**src/rtl/instr_encoder.sv**
```systemverilog
// Streaming MIPS instruction encoder: packs mnemonic + operand descriptors into
// 32-bit words and queues them in a small FIFO, emitted with a running address.
module instr_encoder #(
  parameter int          DEPTH     = 4,
  parameter logic [31:0] BASE_ADDR = 32'h0000_3000
) (
  input  logic                       clk,
  input  logic                       reset,
  input  logic                       in_valid,
  output logic                       in_ready,
  input  logic [4:0]                 in_mnem,
  input  logic [4:0]                 in_rs,
  input  logic [4:0]                 in_rt,
  input  logic [4:0]                 in_rd,
  input  logic [4:0]                 in_shamt,
  input  logic [25:0]                in_imm,
  output logic                       out_valid,
  input  logic                       out_ready,
  output logic [31:0]                out_instr,
  output logic [31:0]                out_addr,
  output logic [$clog2(DEPTH):0]     level,
  output logic                       err
);

  localparam int            AW     = $clog2(DEPTH);
  localparam logic [AW:0]   L_FULL = (AW + 1)'(DEPTH);

  localparam logic [4:0] M_ADD  = 5'd0,  M_SUB  = 5'd1,  M_ORI    = 5'd2,  M_LUI  = 5'd3;
  localparam logic [4:0] M_LW   = 5'd4,  M_SW   = 5'd5,  M_BEQ    = 5'd6,  M_J    = 5'd7;
  localparam logic [4:0] M_JAL  = 5'd8,  M_JR   = 5'd9,  M_JALR   = 5'd10, M_LB   = 5'd11;
  localparam logic [4:0] M_SB   = 5'd12, M_LH   = 5'd13, M_SH     = 5'd14, M_LBU  = 5'd15;
  localparam logic [4:0] M_LHU  = 5'd16, M_SLT  = 5'd17, M_SLL    = 5'd18, M_SLLV = 5'd19;
  localparam logic [4:0] M_BLTZAL = 5'd20;

  logic [31:0]   w_word;
  logic          w_legal;
  logic          w_push;
  logic          w_pop;
  logic [15:0]   w_imm16;

  logic [31:0]   r_mem [DEPTH];
  logic [AW-1:0] r_wr_ptr;
  logic [AW-1:0] r_rd_ptr;
  logic [AW:0]   r_level;
  logic [31:0]   r_addr;
  logic          r_err;

  assign w_imm16 = in_imm[15:0];

  // NOTE: every output of a combinational block gets a default first, so no
  // path through the case can leave it unassigned and infer a latch.
  always_comb begin
    w_word  = 32'h0;
    w_legal = 1'b1;
    case (in_mnem)
      M_ADD:    w_word = {6'b000000, in_rs, in_rt, in_rd, 5'd0, 6'b100000};
      M_SUB:    w_word = {6'b000000, in_rs, in_rt, in_rd, 5'd0, 6'b100010};
      M_SLT:    w_word = {6'b000000, in_rs, in_rt, in_rd, 5'd0, 6'b101010};
      M_SLLV:   w_word = {6'b000000, in_rs, in_rt, in_rd, 5'd0, 6'b000100};
      M_SLL:    w_word = {6'b000000, 5'd0, in_rt, in_rd, in_shamt, 6'b000000};
      M_JR:     w_word = {6'b000000, in_rs, 5'd0, 5'd0, 5'd0, 6'b001000};
      M_JALR:   w_word = {6'b000000, in_rs, 5'd0, in_rd, 5'd0, 6'b001001};
      M_ORI:    w_word = {6'b001101, in_rs, in_rt, w_imm16};
      M_LUI:    w_word = {6'b001111, 5'd0, in_rt, w_imm16};
      M_LW:     w_word = {6'b100011, in_rs, in_rt, w_imm16};
      M_SW:     w_word = {6'b101011, in_rs, in_rt, w_imm16};
      M_BEQ:    w_word = {6'b000100, in_rs, in_rt, w_imm16};
      M_LB:     w_word = {6'b100000, in_rs, in_rt, w_imm16};
      M_SB:     w_word = {6'b101000, in_rs, in_rt, w_imm16};
      M_LH:     w_word = {6'b100001, in_rs, in_rt, w_imm16};
      M_SH:     w_word = {6'b101001, in_rs, in_rt, w_imm16};
      M_LBU:    w_word = {6'b100100, in_rs, in_rt, w_imm16};
      M_LHU:    w_word = {6'b100101, in_rs, in_rt, w_imm16};
      M_BLTZAL: w_word = {6'b000001, in_rs, 5'b10000, w_imm16};
      M_J:      w_word = {6'b000010, in_imm};
      M_JAL:    w_word = {6'b000011, in_imm};
      default:  w_legal = 1'b0;
    endcase
  end

  // in_ready deliberately ignores a same-cycle pop to keep it off the out_ready path.
  assign in_ready  = (r_level != L_FULL);
  assign out_valid = (r_level != '0);
  assign w_push    = in_valid & in_ready & w_legal;
  assign w_pop     = out_valid & out_ready;

  // NOTE: the storage array has no reset; stale entries are never visible
  // because out_instr is masked by the occupancy count.
  always_ff @(posedge clk) begin
    if (w_push) r_mem[r_wr_ptr] <= w_word;
  end

  // NOTE: sequential state uses non-blocking assignments only, so every
  // register samples pre-edge values regardless of statement order.
  always_ff @(posedge clk or posedge reset) begin
    if (reset) begin
      r_wr_ptr <= '0;
      r_rd_ptr <= '0;
      r_level  <= '0;
      r_addr   <= BASE_ADDR;
      r_err    <= 1'b0;
    end else begin
      if (w_push) r_wr_ptr <= r_wr_ptr + 1'b1;
      if (w_pop) begin
        r_rd_ptr <= r_rd_ptr + 1'b1;
        r_addr   <= r_addr + 32'd4;
      end
      if (w_push && !w_pop)      r_level <= r_level + 1'b1;
      else if (w_pop && !w_push) r_level <= r_level - 1'b1;
      if (in_valid && in_ready && !w_legal) r_err <= 1'b1;
    end
  end

  assign out_instr = out_valid ? r_mem[r_rd_ptr] : 32'h0;
  assign out_addr  = r_addr;
  assign level     = r_level;
  assign err       = r_err;

endmodule

```
**config.mk**
```make
export PLATFORM = sky130hd
export DESIGN_NAME = instr_encoder
export DESIGN_NICKNAME = d
export VERILOG_FILES = /design/src/rtl/instr_encoder.sv
export SDC_FILE = /design/constraint.sdc
export NUM_CORES = 1
export LEC_CHECK = 0
export ABC_AREA = 1
export CAP_MARGIN = 20
export CORE_ASPECT_RATIO = 1.2
export CORE_MARGIN = 2
export CORE_UTILIZATION = 40
export DETAILED_ROUTE_END_ITERATION = 12
export GPL_TIMING_DRIVEN = 1
export SYNTH_ARGS = -nofsm -noshare
export SYNTH_HDL_FRONTEND = slang
export SYNTH_SLANG_ARGS = --single-unit
```
**constraint.sdc**
```tcl
create_clock -name clk -period 6.43 [get_ports clk]
set_clock_uncertainty 0.2 [all_clocks]
set_input_delay 0.643 -clock clk [delete_from_list [all_inputs] [get_ports clk]]
set_output_delay 0.643 -clock clk [all_outputs]
set_load 0.01 [all_outputs]
```
==> summary.log <==
qor: status.status finished, final reports clean
qor: global_routing.grt_antenna_before_repair 0
qor: route.first_iter_violations 456
qor: power.power.share.sequential 36.6%
qor: route.m1WireLength 7908 µm
qor: critical_path.critPathTopFamily buffers and inverters
qor: critical_path.cp.arrival 2.66 ns
qor: cts.cts_htree_levels 4
qor: cells_and_area.antenna_cells 0
qor: placed_design.io_buffers 121
qor: floorplanning.floorplan.rows 55
qor: cells_and_area.fraction_of_final_layout_cells_with_drive_strength_greater_than_1 6.785%
qor: placed_design.placed_wire_length_estimate_after_detailed_placement 12560 µm
qor: timing.finalHoldViolCount 0
qor: critical_path.timing.reg2reg.worst_path_depth 9
qor: critical_path.critical_path.n_buffers_inverters 4
qor: timing.rsz0062_at_grt false
qor: power.p_total 3.678 mW
qor: power.maximum_ir_drop_on_the_vdd_rail 0.0002439 V
qor: power.combPwrFrac 37.9%
qor: global_routing.via_count_of_the_first_global_routing_pass 5693
qor: critical_path.critPathCaptureType output pin
qor: cts.clkTransAtPathRegs 0.06 ns
qor: synth.synthesis.instances 830
qor: min_path.min_to out_addr[14]
qor: critical_path.worst-setup-path-type reg -> out
qor: route.drt-vias-per-instance 4.872
qor: cts.cts-root-buf sky130_fd_sc_hd__clkbuf_16
qor: timing.timing.fmax 285.5 MHz
qor: min_path.hold-path-cell-count 1
qor: critical_path.critical_path.reg2reg.startpoint level[1]
qor: synth.synth.area.top_cells sky130_fd_sc_hd__edfxtp_1 48%, sky130_fd_sc_hd__dfrtp_1 12%, sky130_fd_sc_hd__nand2_1 9.0%
qor: cts.cts_inserted_buffers 17
qor: route.dr_wl_met3 713 µm
qor: timing.final_max_slew_viol_count 0
qor: critical_path.number_of_stages_on_the_worst_setup_path 7
qor: cells_and_area.number_of_fill_cells_in_the_layout 1758
qor: cells_and_area.final_core_util 51.53%
qor: critical_path.worstSetupStartpointType flop
qor: critical_path.crit_path_cell_trace buf_4 -> inv_1 -> buf_16 -> nor2_1 -> o21ai_0 -> a21oi_1 -> clkdlybuf4s50_1
qor: critical_path.worst_r2r_endpoint level[2]
qor: synth.syn-cell-area 7689 µm²
qor: synth.synth_top_area_share 48.43%
qor: route.maxUsedRoutingLayer met4
qor: min_path.timing.hold.worst.class reg -> reg
qor: synth.yosysWarningCount 0
qor: min_path.min_from out_addr[14]
qor: timing.layout_worst_path_cycle_share 54.48%
qor: placed_design.placedInstanceArea 9145 µm²
qor: floorplanning.dieWidth 130.6 µm
qor: power.power_leakage 3.776 nW
qor: synth.synth.avg_cell_area 9.263 µm²
qor: synth.top_cell_type_by_total_area_after_synthesis sky130_fd_sc_hd__edfxtp_1
qor: cts.cts.sink_count 162
qor: cts.ctsHoldBuffers 0
qor: timing.final.min_clock_period 3.503 ns
qor: route.met2_wirelength 9861 µm
qor: cells_and_area.area.growth.synth_to_final 26.36%
qor: timing.setup_viol 0
qor: timing.slew_headroom 30.54%
qor: cts.tritoncts done
qor: synth.ys_seq_elements 162
qor: timing.worst_slew_pin_slew 1.039 ns
qor: critical_path.worstPathRequired 5.59 ns
qor: power.share_clk_of_total_power 25.5%
qor: power.power.density_cell_area 378.5 nW/µm²
qor: cts.clkLatencyLatePin 0.42 ns
qor: critical_path.r2r_setup_slack 3.96 ns
qor: global_routing.largest_net_degree_at_the_start_of_global_routing 64
qor: run.maxCapViolations 0
qor: power.p_int 2.412 mW
qor: placed_design.routabilityCongestion 0.8733
qor: floorplanning.fp.dieArea 20350 µm²
qor: route.detail_route.first_pass.iterations 4
qor: floorplanning.design.portCount 125
qor: critical_path.cp_slowest_cell sky130_fd_sc_hd__clkdlybuf4s50_1
qor: power.p_switching 1.266 mW
qor: cells_and_area.layout.cell_area.non_filler 9716 µm²
qor: power.netSwitchingFraction 34.43%
qor: cts.cts_resized 0
qor: critical_path.path_max_fanout 33
qor: critical_path.critPathMaxStageDelay 0.60 ns
qor: synth.synth_cell_type_count 30
qor: route.routedWlPerCell 15.54 µm
qor: route.drc 0
qor: cts.postCtsSetupBuffers 0
qor: route.route.antenna.remaining_nets 0
qor: global_routing.grt_usage 19.16%
qor: global_routing.grt_overflow_total 0
qor: floorplanning.floorplan.initialDensity 40.78%
qor: floorplanning.coreArea 18860 µm²
qor: route.finalWirelength 18870 µm
qor: cells_and_area.numnets_final 1007
qor: cts.max-clock-path-buffers 2
qor: route.route.vias.total 5915
qor: global_routing.grt_first_pass_wirelength 29660 µm
qor: timing.setup_total_negative_slack 0 ns
qor: synth.synth.yosys.seq_area_share 60.83%
qor: floorplanning.chipHeight 155.9 µm
worst register-to-register path, stage by stage, from the launching register on:
cell	delay, ns
sky130_fd_sc_hd__dfrtp_1	0.41
sky130_fd_sc_hd__inv_1	0.13
sky130_fd_sc_hd__nand3_1	0.16
sky130_fd_sc_hd__nand2_2	0.37
sky130_fd_sc_hd__ha_1	0.23
sky130_fd_sc_hd__inv_1	0.06
sky130_fd_sc_hd__fa_1	0.38
sky130_fd_sc_hd__a21oi_1	0.15
sky130_fd_sc_hd__o21ai_0	0.11
sky130_fd_sc_hd__xor2_1	0.15
power groups by stage:
| stage | clock, mW | sequential (mW) | combinational [mW] |
|---|---|---|---|
| 2_1_floorplan | 0 | 1.36 | 0.744 |
| 3_3_place_gp | 0 | 1.36 | 1.39 |
| 3_5_place_dp | 0 | 1.37 | 1.40 |
| 4_1_cts | 0.954 | 1.35 | 1.40 |
| 5_1_grt | 0.998 | 1.36 | 1.56 |
| 6_report | 0.938 | 1.34 | 1.40 |
synth_stat cells, drive strengths merged:
cell,instances
nand2,190
nor2,186
edfxtp,124
o21ai,83
inv,56
a21oi,36
dfrtp,36
nand3,30
clkbuf,17
buf,15
nor3,13
xor2,12
xnor2,10
nand4,7
ha,6
dfstp,2
nand3b,2
o21bai,2
conb,1
fa,1
or2,1
placed cells by master (no fill, tap or decap):
master,count
sky130_fd_sc_hd__nand2_1,184
sky130_fd_sc_hd__nor2_1,177
sky130_fd_sc_hd__edfxtp_1,124
sky130_fd_sc_hd__clkdlybuf4s50_1,121
sky130_fd_sc_hd__o21ai_0,70
sky130_fd_sc_hd__inv_1,48
sky130_fd_sc_hd__a21oi_1,36
sky130_fd_sc_hd__dfrtp_1,35
sky130_fd_sc_hd__nand3_1,27
sky130_fd_sc_hd__clkbuf_16,17
sky130_fd_sc_hd__o21ai_1,13
sky130_fd_sc_hd__xor2_1,12
sky130_fd_sc_hd__xnor2_1,10
sky130_fd_sc_hd__nor3_1,10
sky130_fd_sc_hd__inv_2,8
sky130_fd_sc_hd__nand4_1,7
sky130_fd_sc_hd__nand2_2,6
sky130_fd_sc_hd__ha_1,6
sky130_fd_sc_hd__nor2_2,5
sky130_fd_sc_hd__nor2_4,4
sky130_fd_sc_hd__clkinv_1,4
sky130_fd_sc_hd__clkinvlp_4,4
sky130_fd_sc_hd__buf_4,4
sky130_fd_sc_hd__nand3_2,3
sky130_fd_sc_hd__conb_1,3
sky130_fd_sc_hd__nor3_2,2
sky130_fd_sc_hd__nand3b_1,2
sky130_fd_sc_hd__o21bai_1,2
sky130_fd_sc_hd__clkinv_2,2
sky130_fd_sc_hd__dfstp_2,2
sky130_fd_sc_hd__nor3_4,1
sky130_fd_sc_hd__or2_2,1
sky130_fd_sc_hd__fa_1,1
sky130_fd_sc_hd__bufinv_16,1
sky130_fd_sc_hd__inv_8,1
sky130_fd_sc_hd__inv_6,1
sky130_fd_sc_hd__clkinv_4,1
sky130_fd_sc_hd__clkbuf_1,1
sky130_fd_sc_hd__buf_16,1
sky130_fd_sc_hd__dfrtp_2,1
metal layers:
metal  vias up  global-route usage, %
li1       2969                      -
met1      2772                  23.16
met5         -                      0
met2       150                  34.05
met4         0                  5.978
met3        24                  3.978
sequential cells by signal, summed over array words and instances (netlist names):
| register | cells |
|---|---|
| r_mem | 124 |
| out_addr | 30 |
| level | 3 |
| r_rd_ptr | 2 |
| r_wr_ptr | 2 |
| err | 1 |
logic make-up after synthesis:
group                    count (synthesis)  synth area share, %
flip-flops                             162                60.83
AO/OA/AOI/OAI                          121                7.941
AND/OR/NAND/NOR                        429                22.80
other                                    1              0.04877
buffers and inverters                   88                4.638
XOR/XNOR                                22                2.506
adder cells (fa/ha/maj)                  7                1.237
layout make-up:
class	instances	area [µm²]	area share (%)
Clock buffer	18	429.2	4.417
Clock inverter	14	113.9	1.172
Inverter	56	210.2	2.164
Multi-Input combinational cell	582	2695	27.74
Sequential cell	162	4678	48.15
Tap cell	256	320.3	3.297
Timing Repair Buffer	126	1269	13.06
per-stage QoR:
step	setup slack [ns]	hold WS (ns)	std cells
after detailed placement	2.779	0.3130	1181
after global routing	2.765	0.3455	1214
after global placement	2.850	0.3104	1181
final	2.927	0.3214	1214
after CTS	2.627	0.3229	1213
after floorplan	3.022	0.2923	832
worst max-delay path by stage:
stage / startpoint / end / slack, ns
final: r_rd_ptr[1] / out_instr[31] / 2.93
after global routing: r_rd_ptr[1] / out_instr[28] / 2.76
after CTS: r_rd_ptr[1] / out_instr[31] / 2.63
after detailed placement: in_mnem[2] / r_mem[0][17] / 2.78
after global placement: in_mnem[2] / r_mem[1][19] / 2.85
after floorplan: in_mnem[4] / r_mem[0][0] / 3.02
Power figures use the tool's default switching activity.
